### src/rtl/tmds_channel_rx.sv
// rtl/tmds_channel_rx.sv - TMDS channel receiver: word alignment and 8b/10b decode (optional TMDS_RX_DISP_CHECK_EN)
module tmds_channel_rx #(
    parameter int CTRL_RUN       = 8,
    parameter int SEARCH_TIMEOUT = 2048,
    parameter int SLIP_SETTLE    = 4,
    parameter int LOCK_TIMEOUT   = 4096
) (
    input  logic       pix_clk,
    input  logic       rst,
    input  logic [9:0] din,
    output logic       bitslip,
    output logic       aligned,
    output logic [7:0] dout,
    output logic       c0,
    output logic       c1,
    output logic       de
`ifdef TMDS_RX_DISP_CHECK_EN
    ,
    output logic       disp_err
`endif
);
    localparam int RUN_W  = $clog2(CTRL_RUN) + 1;
    localparam int TMR_W  = $clog2(SEARCH_TIMEOUT) + 1;
    localparam int SLIP_W = $clog2(SLIP_SETTLE) + 1;
    localparam int IDLE_W = $clog2(LOCK_TIMEOUT) + 1;

    typedef enum logic [1:0] {SEARCH, SLIP_WAIT, LOCKED} state_e;

    state_e             state_q, state_d;
    logic [RUN_W-1:0]   run_q, run_d;
    logic [TMR_W-1:0]   timer_q, timer_d;
    logic [SLIP_W-1:0]  slip_q, slip_d;
    logic [IDLE_W-1:0]  idle_q, idle_d;
    logic [9:0]         prev_q;
    logic               bitslip_q, bitslip_d;
    logic [7:0]         dout_q, dout_d;
    logic               c0_q, c0_d, c1_q, c1_d, de_q, de_d;

    logic               is_tok;
    logic [1:0]         tok_c;
    logic [7:0]         t, dec;
    logic               locked_now;

    assign locked_now = (state_q == LOCKED);

    // Control token recognition; tok_c is {c1,c0}
    always_comb begin
        is_tok = 1'b1;
        tok_c  = 2'b00;
        case (din)
            10'b1101010100: tok_c = 2'b00;
            10'b0010101011: tok_c = 2'b01;
            10'b0101010100: tok_c = 2'b10;
            10'b1010101011: tok_c = 2'b11;
            default:        is_tok = 1'b0;
        endcase
    end

    // Undo the optional inversion, then the XOR/XNOR transition chain
    always_comb begin
        t      = din[9] ? ~din[7:0] : din[7:0];
        dec    = '0;
        dec[0] = t[0];
        for (int i = 1; i < 8; i++) begin
            dec[i] = din[8] ? (t[i] ^ t[i-1]) : ~(t[i] ^ t[i-1]);
        end
    end

    // Alignment FSM: hunt for a run of identical tokens, slip on timeout, drop lock when tokens vanish
    always_comb begin
        state_d   = state_q;
        run_d     = run_q;
        timer_d   = timer_q;
        slip_d    = slip_q;
        idle_d    = idle_q;
        bitslip_d = 1'b0;
        case (state_q)
            SEARCH: begin
                if (is_tok && din == prev_q) begin
                    run_d = (run_q != '1) ? run_q + 1'b1 : run_q;
                end else if (is_tok) begin
                    run_d = RUN_W'(1);
                end else begin
                    run_d = '0;
                end
                if (run_d >= RUN_W'(CTRL_RUN)) begin
                    state_d = LOCKED;
                    run_d   = '0;
                    timer_d = '0;
                    idle_d  = '0;
                end else if (timer_q == TMR_W'(SEARCH_TIMEOUT - 1)) begin
                    state_d   = SLIP_WAIT;
                    bitslip_d = 1'b1;
                    slip_d    = '0;
                    run_d     = '0;
                    timer_d   = '0;
                end else begin
                    timer_d = (timer_q != '1) ? timer_q + 1'b1 : timer_q;
                end
            end
            SLIP_WAIT: begin
                run_d   = '0;
                timer_d = '0;
                if (slip_q == SLIP_W'(SLIP_SETTLE - 1)) begin
                    state_d = SEARCH;
                    slip_d  = '0;
                end else begin
                    slip_d = (slip_q != '1) ? slip_q + 1'b1 : slip_q;
                end
            end
            LOCKED: begin
                if (is_tok) begin
                    idle_d = '0;
                end else begin
                    idle_d = (idle_q != '1) ? idle_q + 1'b1 : idle_q;
                end
                if (idle_d == IDLE_W'(LOCK_TIMEOUT)) begin
                    state_d = SEARCH;
                    idle_d  = '0;
                    run_d   = '0;
                    timer_d = '0;
                end
            end
            default: state_d = SEARCH;
        endcase
    end

    // Output word: control bits on tokens, pixel data otherwise, all quiet while unaligned
    always_comb begin
        dout_d = '0;
        de_d   = 1'b0;
        c0_d   = 1'b0;
        c1_d   = 1'b0;
        if (locked_now) begin
            if (is_tok) begin
                c0_d = tok_c[0];
                c1_d = tok_c[1];
            end else begin
                de_d   = 1'b1;
                dout_d = dec;
                c0_d   = c0_q;
                c1_d   = c1_q;
            end
        end
    end

    // State, counters and output registers
    always_ff @(posedge pix_clk or posedge rst) begin
        if (rst) begin
            state_q   <= SEARCH;
            run_q     <= '0;
            timer_q   <= '0;
            slip_q    <= '0;
            idle_q    <= '0;
            prev_q    <= '0;
            bitslip_q <= 1'b0;
            dout_q    <= '0;
            c0_q      <= 1'b0;
            c1_q      <= 1'b0;
            de_q      <= 1'b0;
        end else begin
            state_q   <= state_d;
            run_q     <= run_d;
            timer_q   <= timer_d;
            slip_q    <= slip_d;
            idle_q    <= idle_d;
            prev_q    <= din;
            bitslip_q <= bitslip_d;
            dout_q    <= dout_d;
            c0_q      <= c0_d;
            c1_q      <= c1_d;
            de_q      <= de_d;
        end
    end

    assign bitslip = bitslip_q;
    assign aligned = locked_now;
    assign dout    = dout_q;
    assign c0      = c0_q;
    assign c1      = c1_q;
    assign de      = de_q;

`ifdef TMDS_RX_DISP_CHECK_EN
    logic [3:0]        ones;
    logic signed [7:0] delta, acc_new;
    logic signed [6:0] acc_q, acc_d;
    logic              err_q, err_d;

    // Running disparity of aligned data words, reset by any token
    always_comb begin
        ones = '0;
        for (int i = 0; i < 10; i++) begin
            ones = ones + {3'b000, din[i]};
        end
        delta   = $signed({3'b000, ones, 1'b0}) - 8'sd10;
        acc_new = $signed({acc_q[6], acc_q}) + delta;
        if (acc_new > 8'sd63) begin
            acc_new = 8'sd63;
        end else if (acc_new < -8'sd63) begin
            acc_new = -8'sd63;
        end
        acc_d = acc_q;
        err_d = 1'b0;
        if (is_tok) begin
            acc_d = '0;
        end else if (locked_now) begin
            acc_d = acc_new[6:0];
            err_d = (acc_new > 8'sd16) || (acc_new < -8'sd16);
        end
    end

    // Disparity accumulator and error flag, aligned with dout
    always_ff @(posedge pix_clk or posedge rst) begin
        if (rst) begin
            acc_q <= '0;
            err_q <= 1'b0;
        end else begin
            acc_q <= acc_d;
            err_q <= err_d;
        end
    end

    assign disp_err = err_q;
`endif

endmodule

### config.mk
export PLATFORM = sky130hd
export DESIGN_NAME = tmds_channel_rx
export DESIGN_NICKNAME = d
export VERILOG_FILES = /design/src/rtl/tmds_channel_rx.sv
export SDC_FILE = /design/constraint.sdc
export NUM_CORES = 1
export LEC_CHECK = 0
export BUFFER_PORTS_ARGS = -buffer_cell sky130_fd_sc_hd__buf_2
export CORE_MARGIN = 4
export CORE_UTILIZATION = 54
export DETAILED_ROUTE_END_ITERATION = 6
export GPL_ROUTABILITY_DRIVEN = 0
export PLACE_DENSITY = 0.81
export SLEW_MARGIN = 20
export SYNTH_ARGS = -nofsm -noshare
export SYNTH_HDL_FRONTEND = slang
export SYNTH_SLANG_ARGS = --single-unit
### constraint.sdc
create_clock -name pix_clk -period 2.6 [get_ports pix_clk]
set_clock_uncertainty 0.1 [all_clocks]
set_input_delay 0.39 -clock pix_clk [delete_from_list [all_inputs] [get_ports pix_clk]]
set_output_delay 0.39 -clock pix_clk [all_outputs]
set_load 0.05 [all_outputs]
==> flow_summary.json <==
{
  "grt_max_degree": 24,
  "r2r_slack_ns": 0.03,
  "cts_tree": "yes",
  "die_area_sq_um": 7310,
  "worstPathCellList": "ha_2 > buf_6 > nand2_1 > o2111ai_1 > xnor2_1 > o41ai_2 > buf_4 > buf_8 > buf_12 > o211ai_1 > o2bb2ai_1",
  "dieHeight_microns": 85.5,
  "synth_adder_area_share_pct": 3.09,
  "ioPinCount": 25,
  "dr.first_iter.drc_count": 213,
  "viasPerCell": 6.28,
  "hold_class": "in -> async",
  "cts_inserted_buffers": 5,
  "synth_common_cells": "dfrtp_1, nand2_1, nor2_1",
  "r2r_end": "timer_q[8]",
  "clk_pin_slew_ns": 0.10,
  "grt_pass1_vias": 2654,
  "period_minus_slack_ns": 2.57,
  "synth.distinct_cells": 54,
  "antenna_found_initial": 0,
  "die_x_microns": 85.5,
  "maxCapViolCount": 0,
  "async_flop_share_pct": 100,
  "coreArea_sq_um": 5680,
  "synth-compound-area-share_pct": 20.0,
  "num_vias": 2859,
  "power.density_nw_per_um2": 597,
  "final_util_pct": 68.5,
  "grt_pass1_wl_microns": 12600,
  "yosysTopAreaCellShare_pct": 43.2,
  "insertion_delay_ns": 0.31,
  "worstMarginPinSlew_ns": 0.585,
  "leakage_nw": 1.74,
  "synth_area_per_cell_sq_um": 9.66,
  "ys_ff_latch": 56,
  "diodes": 0,
  "groute.usage.overall_pct": 20.8,
  "start_util_pct": 57.2,
  "synth_top_cell_by_area": "dfrtp_1",
  "avgRoutedWirePerCell_microns": 16.6,
  "vdd_drop_max_v": 0.000438,
  "hpwl_microns": 5160,
  "ys_warn_count": 0,
  "num-fill-cells": 433,
  "met3_usage_pct": 2.79,
  "cp.required_ns": 2.69,
  "path_class": "reg -> reg",
  "htreeDepth": 2,
  "syn_to_final_growth_pct": 19.8,
  "seqCellArea_sq_um": 1400,
  "cp_max_fo": 7,
  "critPathArrivalTime_ns": 2.67,
  "multi_input_area_sq_um": 1750,
  "r2r_cells": 11,
  "drc_errors": 0,
  "nets": 403,
  "final_cell_count_no_fill": 455,
  "portBuffers": 24,
  "period_share_pct": 99.0,
  "synth.net_count": 356,
  "grt_use_met1_pct": 28.0,
  "root_buffer": "clkbuf_8",
  "met2_usage_pct": 35.0,
  "synth_edf_count": 0,
  "syn_area_sq_um": 3240,
  "finalSetupViolCount": 0,
  "slowest_delay_ns": 0.39,
  "ys.flop_type": "dfrtp_1",
  "hold_viol_final": 0,
  "ant_nets": 0,
  "run_status": "complete, no violations",
  "endpoint_kind": "flop",
  "finalMaxSlewViolations": 0,
  "seq_area_frac_synth_pct": 43.2,
  "totalWireLength_microns": 7560,
  "yosys.area_share.simple_pct": 20.5,
  "syn_inst": 336,
  "start_kind": "flop",
  "busiest_layer": "met2",
  "holdWs_ns": 0.00106,
  "slew_headroom_pct": 60.9,
  "clkSinkCount": 56,
  "muxShareOfSynthArea_pct": 1.23,
  "synth_top_family_by_area": "simple AND/OR/NAND/NOR gates",
  "drive_gt1_share_pct": 23.2,
  "dr.pass1.iters": 7,
  "crit_slowest_cell": "dfrtp_1",
  "grt-ovfl-total": 0,
  "r2r_start": "idle_q[0]",
  "synthXorXnorAreaFrac_pct": 7.02,
  "max_freq_mhz": 389,
  "rsz0062_at_grt": "true",
  "synth_most_common_cell": "dfrtp_1",
  "rows": 27,
  "clock_tree.buffer_depth": 2,
  "dp.cells": 441,
  "synthTopCellsByArea": "dfrtp_1, xnor2_1, ha_1, nand2_1, nor2_1"
}
[per-layer routing]
layer  vias to the layer above  share of wire, %
met3                        21               5.0
met2                       109                48
met4                         0               2.1
met5                         -                 0
met1                      1395                44
li1                       1334                 -
[per-stage QoR]
step / setup TNS [ns] / area (sq um) / worst slack, ns / power, W
finish: 0 / 3890 / 0.0263 / 0.00232
global route: -0.973 / 3890 / -0.113 / 0.00245
CTS: 0 / 3720 / 0.00326 / 0.00230
detailed placement: -0.148 / 3550 / -0.0515 / 0.00164
global placement: 0 / 3550 / 0.0813 / 0.00162
floorplan: 0 / 3240 / 0.0152 / 0.00150
[registers in the layout (all words and copies together), names as in the netlist]
name,count
idle_q,13
timer_q,12
prev_q,10
dout,8
run_q,4
slip_q,3
state_q,2
bitslip,1
c0,1
c1,1
de,1
[worst max-delay path: cells and delay by family (launching register included)]
kind / cells / cell delay, ns
AO/OA/AOI/OAI: 4 / 0.91
XOR/XNOR: 1 / 0.20
adder cells (fa/ha/maj): 1 / 0.22
buffers and inverters: 4 / 0.56
flip-flops: 1 / 0.39
AND/OR/NAND/NOR: 1 / 0.09
[kinds of logic after synthesis]
group                    count (synthesis)
AND/OR/NAND/NOR                        122
AO/OA/AOI/OAI                           89
adder cells (fa/ha/maj)                  8
buffers and inverters                   31
multiplexers                             4
XOR/XNOR                                26
flip-flops                              56
[where the power goes]
part	internal, W	switching, W	total, W
Combinational	0.000279	0.000274	0.000553
Sequential	0.000982	0.000127	0.00111
Clock	0.000379	0.000277	0.000656
Total	0.00164	0.000678	0.00232
[placed cells by master (no fill, tap or decap), types with 3 or more instances in the layout]
cell | Yosys | final
a22o_1 | 3 | 3
a21oi_1 | 10 | 6
a31oi_1 | 8 | 8
nor3_1 | 4 | 3
nand2b_1 | 8 | 7
inv_1 | 15 | 14
buf_12 | 0 | 3
xnor2_1 | 17 | 17
nor2_1 | 25 | 25
o31ai_1 | 6 | 5
o22a_1 | 4 | 4
a21oi_2 | 0 | 4
o211ai_1 | 10 | 10
buf_2 | 8 | 24
ha_1 | 8 | 7
o2bb2ai_1 | 7 | 7
nand3_1 | 18 | 18
nand2_1 | 25 | 25
xor2_1 | 9 | 9
and3_1 | 10 | 9
nand4_1 | 7 | 7
or3_1 | 3 | 3
nor4_1 | 5 | 4
o21ai_0 | 18 | 17
clkbuf_8 | 0 | 5
mux2i_1 | 4 | 4
dfrtp_1 | 56 | 55
and2_1 | 5 | 5
buf_4 | 2 | 23
[worst max-delay path by stage]
stage | from | end | slack (ns)
after detailed placement | idle_q[0] | timer_q[9] | -0.05
after global routing | idle_q[0] | timer_q[8] | -0.11
after floorplan | idle_q[0] | timer_q[6] | 0.02
after global placement | idle_q[0] | timer_q[3] | 0.08
after CTS | idle_q[5] | timer_q[9] | 0.003
final | idle_q[0] | timer_q[8] | 0.03
[area by class of cell]
type	count	share of cell area, %
repair buffers	56	11.7
flip-flops and latches	56	36.1
clock buffers	5	1.77
multi-input cells	249	45.1
well taps	72	2.32
clock inverters	2	1.55
inverters	15	1.45
[what timing repair did]
action,4_1_cts,5_1_grt
pin swaps,0,5
endpoints found under the setup margin,8,19
setup buffers,1,3
gates cloned,1,2
hold buffers,0,0
hold endpoints to repair,0,0
resized for setup,8,18
(Power assumes the default switching activity.)
